--- src/rtl/fetch_queue_if.sv ---
// Fetch front-end bundle: decode-side handshake, imem request/response, redirect.
// master is the fetch unit; slave is whatever surrounds it (core or bench).
interface fetch_queue_if #(
  parameter int XLEN = 32
);
  logic            enable;
  logic            redirect_valid;
  logic [XLEN-1:0] redirect_pc;
  logic            imem_req;
  logic [XLEN-1:0] imem_addr;
  logic [31:0]     imem_rdata;
  logic            out_valid;
  logic [XLEN-1:0] out_pc;
  logic [31:0]     out_instr;
  logic            out_ready;

  modport master (
    input  enable, redirect_valid, redirect_pc, imem_rdata, out_ready,
    output imem_req, imem_addr, out_valid, out_pc, out_instr
  );

  modport slave (
    output enable, redirect_valid, redirect_pc, imem_rdata, out_ready,
    input  imem_req, imem_addr, out_valid, out_pc, out_instr
  );
endinterface

--- src/rtl/fetch_queue_unit.sv ---
// Instruction fetch front end: PC generator, 1-cycle imem request path and a
// DEPTH-entry instruction queue drained by decode, flushed by branch redirects.
module fetch_queue_unit #(
  parameter int              XLEN     = 32,
  parameter int              DEPTH    = 4,
  parameter logic [XLEN-1:0] RESET_PC = '0
) (
  input  logic          clk,
  input  logic          rst_n,
  fetch_queue_if.master bus
);
  localparam int AW = (DEPTH > 1) ? $clog2(DEPTH) : 1;
  localparam int CW = $clog2(DEPTH + 1);

  logic [XLEN-1:0] fetch_pc_reg;
  logic            started_reg;
  logic            inflight_reg;
  logic [AW-1:0]   rd_ptr_reg;
  logic [AW-1:0]   wr_ptr_reg;
  logic [CW-1:0]   count_reg;
  logic [XLEN-1:0] pc_mem    [DEPTH];
  logic [31:0]     instr_mem [DEPTH];

  logic            pop;
  logic            push;
  logic            issue;
  logic [CW:0]     occupancy;
  logic [DEPTH-1:0] wr_sel;
  logic            unused_addr_bits;

  assign pop  = (count_reg != '0) & bus.out_ready;
  assign push = inflight_reg & ~bus.redirect_valid;

  // Entries already held plus the one still in flight, minus the one leaving now.
  assign occupancy = {1'b0, count_reg} + (CW+1)'(inflight_reg) - (CW+1)'(pop);
  assign issue     = started_reg & bus.enable & ~bus.redirect_valid &
                     (occupancy < (CW+1)'(DEPTH));

  assign bus.imem_req  = issue;
  assign bus.imem_addr = fetch_pc_reg;
  assign bus.out_valid = (count_reg != '0);
  assign bus.out_pc    = pc_mem[rd_ptr_reg];
  assign bus.out_instr = instr_mem[rd_ptr_reg];

  assign unused_addr_bits = &{1'b0, bus.redirect_pc[1:0]};

  generate
    for (genvar gi = 0; gi < DEPTH; gi++) begin : gen_wr_sel
      assign wr_sel[gi] = push && (wr_ptr_reg == AW'(gi));
    end
  endgenerate

  always_ff @(posedge clk or negedge rst_n) begin
    if (!rst_n) begin
      fetch_pc_reg <= RESET_PC;
      started_reg  <= 1'b0;
      inflight_reg <= 1'b0;
      rd_ptr_reg   <= '0;
      wr_ptr_reg   <= '0;
      count_reg    <= '0;
    end else begin
      started_reg <= 1'b1;
      if (bus.redirect_valid) begin
        fetch_pc_reg <= {bus.redirect_pc[XLEN-1:2], 2'b00};
        inflight_reg <= 1'b0;
        rd_ptr_reg   <= '0;
        wr_ptr_reg   <= '0;
        count_reg    <= '0;
      end else begin
        inflight_reg <= issue;
        if (issue) fetch_pc_reg <= fetch_pc_reg + XLEN'(4);
        if (push)  wr_ptr_reg   <= wr_ptr_reg + AW'(1);
        if (pop)   rd_ptr_reg   <= rd_ptr_reg + AW'(1);
        case ({push, pop})
          2'b10:   count_reg <= count_reg + CW'(1);
          2'b01:   count_reg <= count_reg - CW'(1);
          default: count_reg <= count_reg;
        endcase
      end
    end
  end

  // The returning word belongs to the address issued last cycle, which is
  // fetch_pc - 4 because any redirect since then would have cancelled the push.
  always_ff @(posedge clk or negedge rst_n) begin
    if (!rst_n) begin
      for (int i = 0; i < DEPTH; i++) begin
        pc_mem[i]    <= '0;
        instr_mem[i] <= '0;
      end
    end else begin
      for (int i = 0; i < DEPTH; i++) begin
        if (wr_sel[i]) begin
          pc_mem[i]    <= fetch_pc_reg - XLEN'(4);
          instr_mem[i] <= bus.imem_rdata;
        end
      end
    end
  end
endmodule

--- src/flat_wrapper.sv ---
// flat-port wrapper written by rule: the top's interface ports become plain ports
module fetch_queue_unit_flat 
#(
  parameter int              XLEN     = 32,
  parameter int              DEPTH    = 4,
  parameter logic [XLEN-1:0] RESET_PC = '0
)
  (clk, rst_n, bus_enable, bus_redirect_valid, bus_redirect_pc, bus_imem_rdata, bus_out_ready, bus_imem_req, bus_imem_addr, bus_out_valid, bus_out_pc, bus_out_instr);
  fetch_queue_if #(.XLEN(XLEN)) bus_i ();
  input  logic clk;
  input  logic rst_n;
  input wire logic [$bits(bus_i.enable)-1:0] bus_enable;
  input wire logic [$bits(bus_i.redirect_valid)-1:0] bus_redirect_valid;
  input wire logic [$bits(bus_i.redirect_pc)-1:0] bus_redirect_pc;
  input wire logic [$bits(bus_i.imem_rdata)-1:0] bus_imem_rdata;
  input wire logic [$bits(bus_i.out_ready)-1:0] bus_out_ready;
  output wire logic [$bits(bus_i.imem_req)-1:0] bus_imem_req;
  output wire logic [$bits(bus_i.imem_addr)-1:0] bus_imem_addr;
  output wire logic [$bits(bus_i.out_valid)-1:0] bus_out_valid;
  output wire logic [$bits(bus_i.out_pc)-1:0] bus_out_pc;
  output wire logic [$bits(bus_i.out_instr)-1:0] bus_out_instr;
  assign bus_i.enable = bus_enable;
  assign bus_i.redirect_valid = bus_redirect_valid;
  assign bus_i.redirect_pc = bus_redirect_pc;
  assign bus_i.imem_rdata = bus_imem_rdata;
  assign bus_i.out_ready = bus_out_ready;
  assign bus_imem_req = bus_i.imem_req;
  assign bus_imem_addr = bus_i.imem_addr;
  assign bus_out_valid = bus_i.out_valid;
  assign bus_out_pc = bus_i.out_pc;
  assign bus_out_instr = bus_i.out_instr;
  fetch_queue_unit #(.XLEN(XLEN), .DEPTH(DEPTH), .RESET_PC(RESET_PC)) u_core (.clk(clk), .rst_n(rst_n), .bus(bus_i));
endmodule
--- config.mk ---
export PLATFORM = sky130hd
export DESIGN_NAME = fetch_queue_unit_flat
export DESIGN_NICKNAME = d
export VERILOG_FILES = /design/src/rtl/fetch_queue_if.sv /design/src/rtl/fetch_queue_unit.sv /design/src/flat_wrapper.sv
export SDC_FILE = /design/constraint.sdc
export NUM_CORES = 1
export LEC_CHECK = 0
export CORE_ASPECT_RATIO = 1.4
export CORE_MARGIN = 5
export CORE_UTILIZATION = 40
export CTS_BUF_LIST = sky130_fd_sc_hd__clkbuf_4 sky130_fd_sc_hd__clkbuf_8
export DETAILED_ROUTE_END_ITERATION = 7
export PLACE_DENSITY_LB_ADDON = 0.3
export SLEW_MARGIN = 10
export SYNTH_ARGS = -nofsm -noshare
export SYNTH_HDL_FRONTEND = slang
export SYNTH_SLANG_ARGS = --single-unit
export TNS_END_PERCENT = 50
--- constraint.sdc ---
create_clock -name clk -period 6.2 [get_ports clk]
set_input_delay 0.93 -clock clk [delete_from_list [all_inputs] [get_ports clk]]
set_output_delay 0.93 -clock clk [all_outputs]
set_load 0.005 [all_outputs]
==> results.json, run 1 <==
{
  "status": "finished clean",
  "place_congestion": 0.846,
  "synth_flop_cell": "dfrtp_1",
  "register_area_um2": 7190,
  "switchingPower_w": 0.00173,
  "vias": 9278,
  "leakagePower_nw": 7.11,
  "cts_post_setup_buffers_inserted": 0,
  "core_um2": 33900,
  "fin_crit_ns": 4.75,
  "arrival_ns": 3.82,
  "clockBufferDepth": 3,
  "antenna_found_initial": 0,
  "via_per_inst": 5.34,
  "reg2reg_slack_ns": 2.58,
  "multi_input_area_um2": 6060,
  "grt_pass1_wl_mm": 53.7,
  "clkLatencyLatePin_ns": 0.57,
  "grt-ovfl-total": 0,
  "grt_pass1_vias": 10100,
  "cts_buffers": 47,
  "max_freq_mhz": 211,
  "maxCapViolations": 0,
  "internal_power_w": 0.00430,
  "clkTransAtPathRegs_ns": 0.06,
  "portBuffers": 160,
  "rsz0062_at_grt": "false",
  "setup_tns_ns": 0,
  "cts_sinks": 287,
  "p_seq_share_pct": 42.5,
  "synthArstFlopShare_pct": 100,
  "hold_class": "in2async",
  "synth-edff-count": 0,
  "yosys_register_bits": 287,
  "reg2reg_depth": 10,
  "skew_ns": 0.0301,
  "finalSetupViolCount": 0,
  "dr.pass1.iters": 5,
  "report.final.slew_viol_count": 0,
  "ctsResizeCount": 0,
  "area_growth_pct": 20.8,
  "final_layout_size_suffix_gt1_share_pct": 24.6,
  "slew_headroom_pct": 29.1,
  "postCtsHoldBufs": 0,
  "synth_area_um2": 13700,
  "cp-start-kind": "primary input",
  "yosysSeqAreaShare_pct": 52.4,
  "dp_hpwl_mm": 21.4,
  "largest_register_ffs": 128,
  "fillCellCount": 3015,
  "cts_tree": "done",
  "nets": 1337,
  "fp-row-count": 80,
  "ys_types": 62,
  "hold_viol": 0,
  "crit_type": "in2out",
  "start_util_pct": 40.4,
  "routed_wl_mm": 32.7,
  "pwr-share-clk_pct": 27.9,
  "peakVddDrop_uv": 164,
  "power_density_nw_per_um2": 365,
  "antenna_cells": 0,
  "die_area_um2": 38100,
  "switching_share_pct": 28.8,
  "die_y_um": 229,
  "drtAntennaViolNets": 0,
  "avgSynthCellArea_um2": 12.1,
  "timing.hold.ws_ns": 0.407,
  "yosys_warnings": 0,
  "htreeDepth": 2,
  "layout_worst_path_cycle_share_pct": 76.6,
  "endpoint_kind": "primary output",
  "drc": 0,
  "drtIter0Drc": 436,
  "synth_cells": 1129,
  "share_comb_of_total_power_pct": 29.6,
  "regMostFlops": "u_core.instr_mem",
  "tightest_slew_ns": 1.06,
  "root_buffer": "clkbuf_8",
  "routedWlPerCell_um": 18.8,
  "grt_usage_pct": 17.3,
  "fp.dieW_um": 166,
  "worstPathMaxFanout": 8,
  "post-route-util_pct": 48.8,
  "ioPinCount": 167,
  "grt_max_degree": 119,
  "required_ns": 5.27
}
per-stage QoR:
step	total power, W	cell area, um^2	std cells	setup slack [ns]
floorplan	0.00351	13700	1132	2.68
global placement	0.00437	15600	1660	1.46
detailed placement	0.00442	15600	1660	1.49
CTS	0.00614	16500	1737	1.48
global route	0.00641	16500	1737	1.29
finish	0.00603	16500	1737	1.45
Yosys cell counts, types with 7 or more instances:
library cell,n,area (um^2)
a311oi_2,7,105
buf_2,17,85.1
clkbuf_1,67,251
dfrtp_1,287,7180
ha_1,9,113
inv_1,14,52.6
mux2_2,132,1490
mux4_2,62,1400
nand2_1,163,612
nand3_1,19,95.1
nand4_1,11,68.8
nor2_1,26,97.6
nor3_1,13,65.1
o21ai_0,111,556
o21ai_1,25,125
or3_1,10,62.6
xnor2_1,38,333
xor2_1,14,123
cells by family (layout without fill, tap and decap cells):
family | after synthesis | count (layout) | share of synthesized area [%]
adders and majority gates | 10 | 10 | 0.968
muxes | 198 | 198 | 21.3
xor gates and xnor gates | 52 | 52 | 3.32
and+or+nand+nor | 287 | 287 | 10.2
AOI/OAI and AO/OA | 180 | 180 | 8.07
buffers and inverters | 113 | 267 | 3.64
DFF | 287 | 287 | 52.4
other | 2 | 5 | 0.0548
layer usage:
metal / track usage, % / share of wire [%] / wire length (um) / vias to the layer above
li1: - / - / - / 4291
met1: 21.4 / 42 / 13700 / 4690
met4: 7.06 / 3.5 / 1130 / 0
met5: 0 / 0 / 0 / -
met2: 29.6 / 50 / 16300 / 239
met3: 3.62 / 4.9 / 1610 / 58
power by group through the flow:
stage,registers (W),logic [W],clock network (W)
after detailed placement,0.00260,0.00182,0
after CTS,0.00257,0.00182,0.00175
after global placement,0.00258,0.00179,0
final,0.00256,0.00178,0.00169
after floorplan,0.00244,0.00107,0
after global routing,0.00263,0.00195,0.00183
final timing paths:
kind                                           from                  endpoint
worst max-delay path                  bus_out_ready              bus_imem_req
worst min register to register   u_core.pc_mem[125]        u_core.pc_mem[125]
max in group asynchronous                     rst_n       u_core.instr_mem[4]
min in group clk                 u_core.pc_mem[125]        u_core.pc_mem[125]
worst max register to register  u_core.count_reg[1]  u_core.bus.imem_addr[24]
worst min-delay path                          rst_n     u_core.instr_mem[119]
area by class of cell:
cell class	count	area share (%)
clock inverters	7	0.242
inverters	16	0.363
multi-input cells	732	36.6
flip-flops and latches	287	43.4
clock buffers	70	5.56
repair buffers	174	10.4
well taps	451	3.41
critical path, cell delays in order:
cell             delay [ns]
clkdlybuf4s50_1        0.48
o31ai_1                0.10
inv_1                  0.19
ha_1                   0.18
inv_1                  0.04
ha_1                   0.26
and3b_4                0.20
or4_1                  0.70
nand2_1                0.20
clkdlybuf4s50_1        0.53
layout by cell type, fill, tap and decap left out, drive strengths merged, types with 10 or more instances in the layout:
master,instances
clkbuf,70
or3,10
o21ai,136
nand3,21
a311oi,11
xor2,14
nand2,163
dfrtp,287
mux2,132
inv,15
buf,16
nor2,26
nor3,13
clkdlybuf4s50,158
nand4,11
xnor2,38
nor4,11
mux4,62
No activity file was read; power rests on OpenSTA's default activity.
==> inputs of run 2 (changes only) <==
clock period = 4.35 ns   (was 6.2 ns; I/O delays follow)
==> results.json, run 2 (same netlist as run 1, synthesis figures left out) <==
{
  "critical-path-top-delay-family": "simple AND/OR/NAND/NOR gates",
  "skew_ns": 0.0177,
  "crit_path_frequent_cell": "ha_1",
  "core_um2": 33900,
  "start_util_pct": 40.4,
  "routed.top_layer": "met4",
  "largest_register_ffs": 128,
  "mostFrequentLayoutCells": "285 x dfrtp_1, 159 x nand2_1, 158 x clkdlybuf4s50_1, 132 x mux2_2, 111 x o21ai_0",
  "root_buffer": "clkbuf_8",
  "crit_type": "reg2out",
  "arrival_ns": 3.35,
  "fp.dieW_um": 166,
  "postCtsHoldBufs": 0,
  "leakagePower_nw": 7.21,
  "ioPinCount": 167,
  "layout_worst_path_cycle_share_pct": 92.1,
  "cts_buffers": 47,
  "status": "finished clean",
  "hold_viol": 0,
  "cts_tree": "done",
  "switching_share_pct": 28.6,
  "report.final.slew_viol_count": 0,
  "switchingPower_w": 0.00246,
  "cts_sinks": 287,
  "grt-ovfl-total": 0,
  "grt_pass1_vias": 9812,
  "area_growth_pct": 22.2,
  "final_common_cell": "dfrtp_1",
  "vias": 9246,
  "clockBufferDepth": 3,
  "grt_usage_pct": 17.4,
  "met2_length_mm": 16.5,
  "fin_crit_ns": 4.00,
  "worstPathCellList": "o31ai_2 -> inv_2 -> ha_1 -> inv_1 -> ha_1 -> and3b_4 -> or4_1 -> nand2_1 -> clkdlybuf4s50_1",
  "cts_post_setup_buffers_inserted": 0,
  "drc": 0,
  "nets": 1348,
  "routedWlPerCell_um": 18.9,
  "pwr-share-clk_pct": 26.9,
  "antenna_cells": 0,
  "via_per_inst": 5.29,
  "cp-start-kind": "register",
  "htreeDepth": 2,
  "power.total_w": 0.00858,
  "die_area_um2": 38100,
  "wl_met3_mm": 1.55,
  "grt_max_degree": 107,
  "slew_headroom_pct": 41.5,
  "portBuffers": 160,
  "die_y_um": 229,
  "max_stage_delay_ns": 0.52,
  "p_seq_share_pct": 42.5,
  "drtAntennaViolNets": 0,
  "max_freq_mhz": 250,
  "wl_met1_mm": 13.9,
  "setup_tns_ns": 0,
  "regMostFlops": "u_core.instr_mem",
  "final_layout_size_suffix_gt1_share_pct": 25.4,
  "hold_class": "in2async",
  "fp-row-count": 80,
  "reg2reg_depth": 11,
  "internal_power_w": 0.00613,
  "tightest_slew_ns": 0.878,
  "place_congestion": 0.827,
  "peakVddDrop_uv": 237,
  "antenna_found_initial": 0,
  "power_density_nw_per_um2": 513,
  "path_buf_inv": 3,
  "routed_wl_mm": 33.0,
  "slowest_stage": "or4_1",
  "reg2reg_to": "u_core.bus.imem_addr[24]",
  "dr.pass1.iters": 4,
  "maxCapViolations": 0,
  "required_ns": 3.70,
  "finalSetupViolCount": 0,
  "worstPathMaxFanout": 5,
  "grt_pass1_wl_mm": 53.6,
  "share_comb_of_total_power_pct": 30.6,
  "drtIter0Drc": 400,
  "endpoint_kind": "primary output",
  "dp_hpwl_mm": 22.0,
  "clkLatencyLatePin_ns": 0.56,
  "rsz0062_at_grt": "false",
  "r2r-start": "u_core.count_reg[0]",
  "reg2reg_slack_ns": 1.00,
  "clkTransAtPathRegs_ns": 0.06
}
==> run 2: cell types whose count changed in the layout (fill, tap and decap cells not counted) <==
cell,change
buf_12,+11
clkinv_2,+2
inv_1,-1
inv_2,+1
clkbuf_8,-7
o31ai_1,-1
o31ai_2,+1
clkinvlp_4,-2
clkbuf_4,+8
==> run 2: metrics by stage <==
step | cell area [um^2] | utilization (%) | hold slack [ns] | std cells | setup WS, ns
floorplan | 13700 | - | 0.357 | 1132 | 1.28
global placement | 15800 | 46.6 | 0.456 | 1671 | 0.430
detailed placement | 15800 | 46.6 | 0.466 | 1671 | 0.415
CTS | 16700 | 49.3 | 0.137 | 1749 | 0.136
global route | 16700 | 49.3 | 0.182 | 1749 | 0.0502
finish | 16700 | 49.3 | 0.163 | 1749 | 0.345
==> run 2: worst register-to-register path, cell delays in order (launching register included) <==
cell	delay [ns]
dfrtp_1	0.45
o31ai_2	0.36
inv_2	0.12
ha_1	0.19
inv_1	0.05
ha_1	0.22
and3b_4	0.20
or4b_1	0.62
buf_4	0.27
a311oi_4	0.36
a21oi_1	0.12
a211o_1	0.27
==> run 2: worst max path at each step <==
| stage | to | startpoint | slack, ns | cells after the start |
|---|---|---|---|---|
| 2_1_floorplan | u_core.bus.imem_addr[28] | u_core.count_reg[2] | 1.28 | 13 |
| 3_3_place_gp | bus_imem_req | bus_out_ready | 0.43 | 10 |
| 3_5_place_dp | bus_imem_req | bus_out_ready | 0.41 | 10 |
| 4_1_cts | bus_imem_req | u_core.count_reg[1] | 0.14 | 9 |
| 5_1_grt | bus_imem_req | u_core.count_reg[0] | 0.05 | 9 |
| 6_report | bus_imem_req | u_core.count_reg[0] | 0.35 | 9 |
==> run 2: what timing repair did <==
action | CTS | global route
resized for setup | 0 | 2
endpoints found under the setup margin | 0 | 1
endpoints found under the hold margin | 0 | 0
==> run 2: area by class of cell <==
type	instances	area (um^2)
well taps	451	564
fillers	2994	17200
flip-flops and latches	287	7190
inverters	16	60.1
repair buffers	185	1940
clock buffers	71	883
multi-input cells	732	6060
clock inverters	7	35.0
==> run 2: layer usage <==
layer,vias up,global-route usage [%]
li1,4325,-
met1,4624,22.0
met2,238,29.6
met3,59,3.51
met4,0,6.22
met5,-,0
==> run 2: power groups by stage <==
stage          combinational [W]  sequential, W  clock [W]
6_report                 0.00263        0.00365    0.00231
5_1_grt                  0.00287        0.00372    0.00251
4_1_cts                  0.00269        0.00365    0.00242
3_5_place_dp             0.00268        0.00369          0
3_3_place_gp             0.00264        0.00365          0
2_1_floorplan            0.00153        0.00347          0
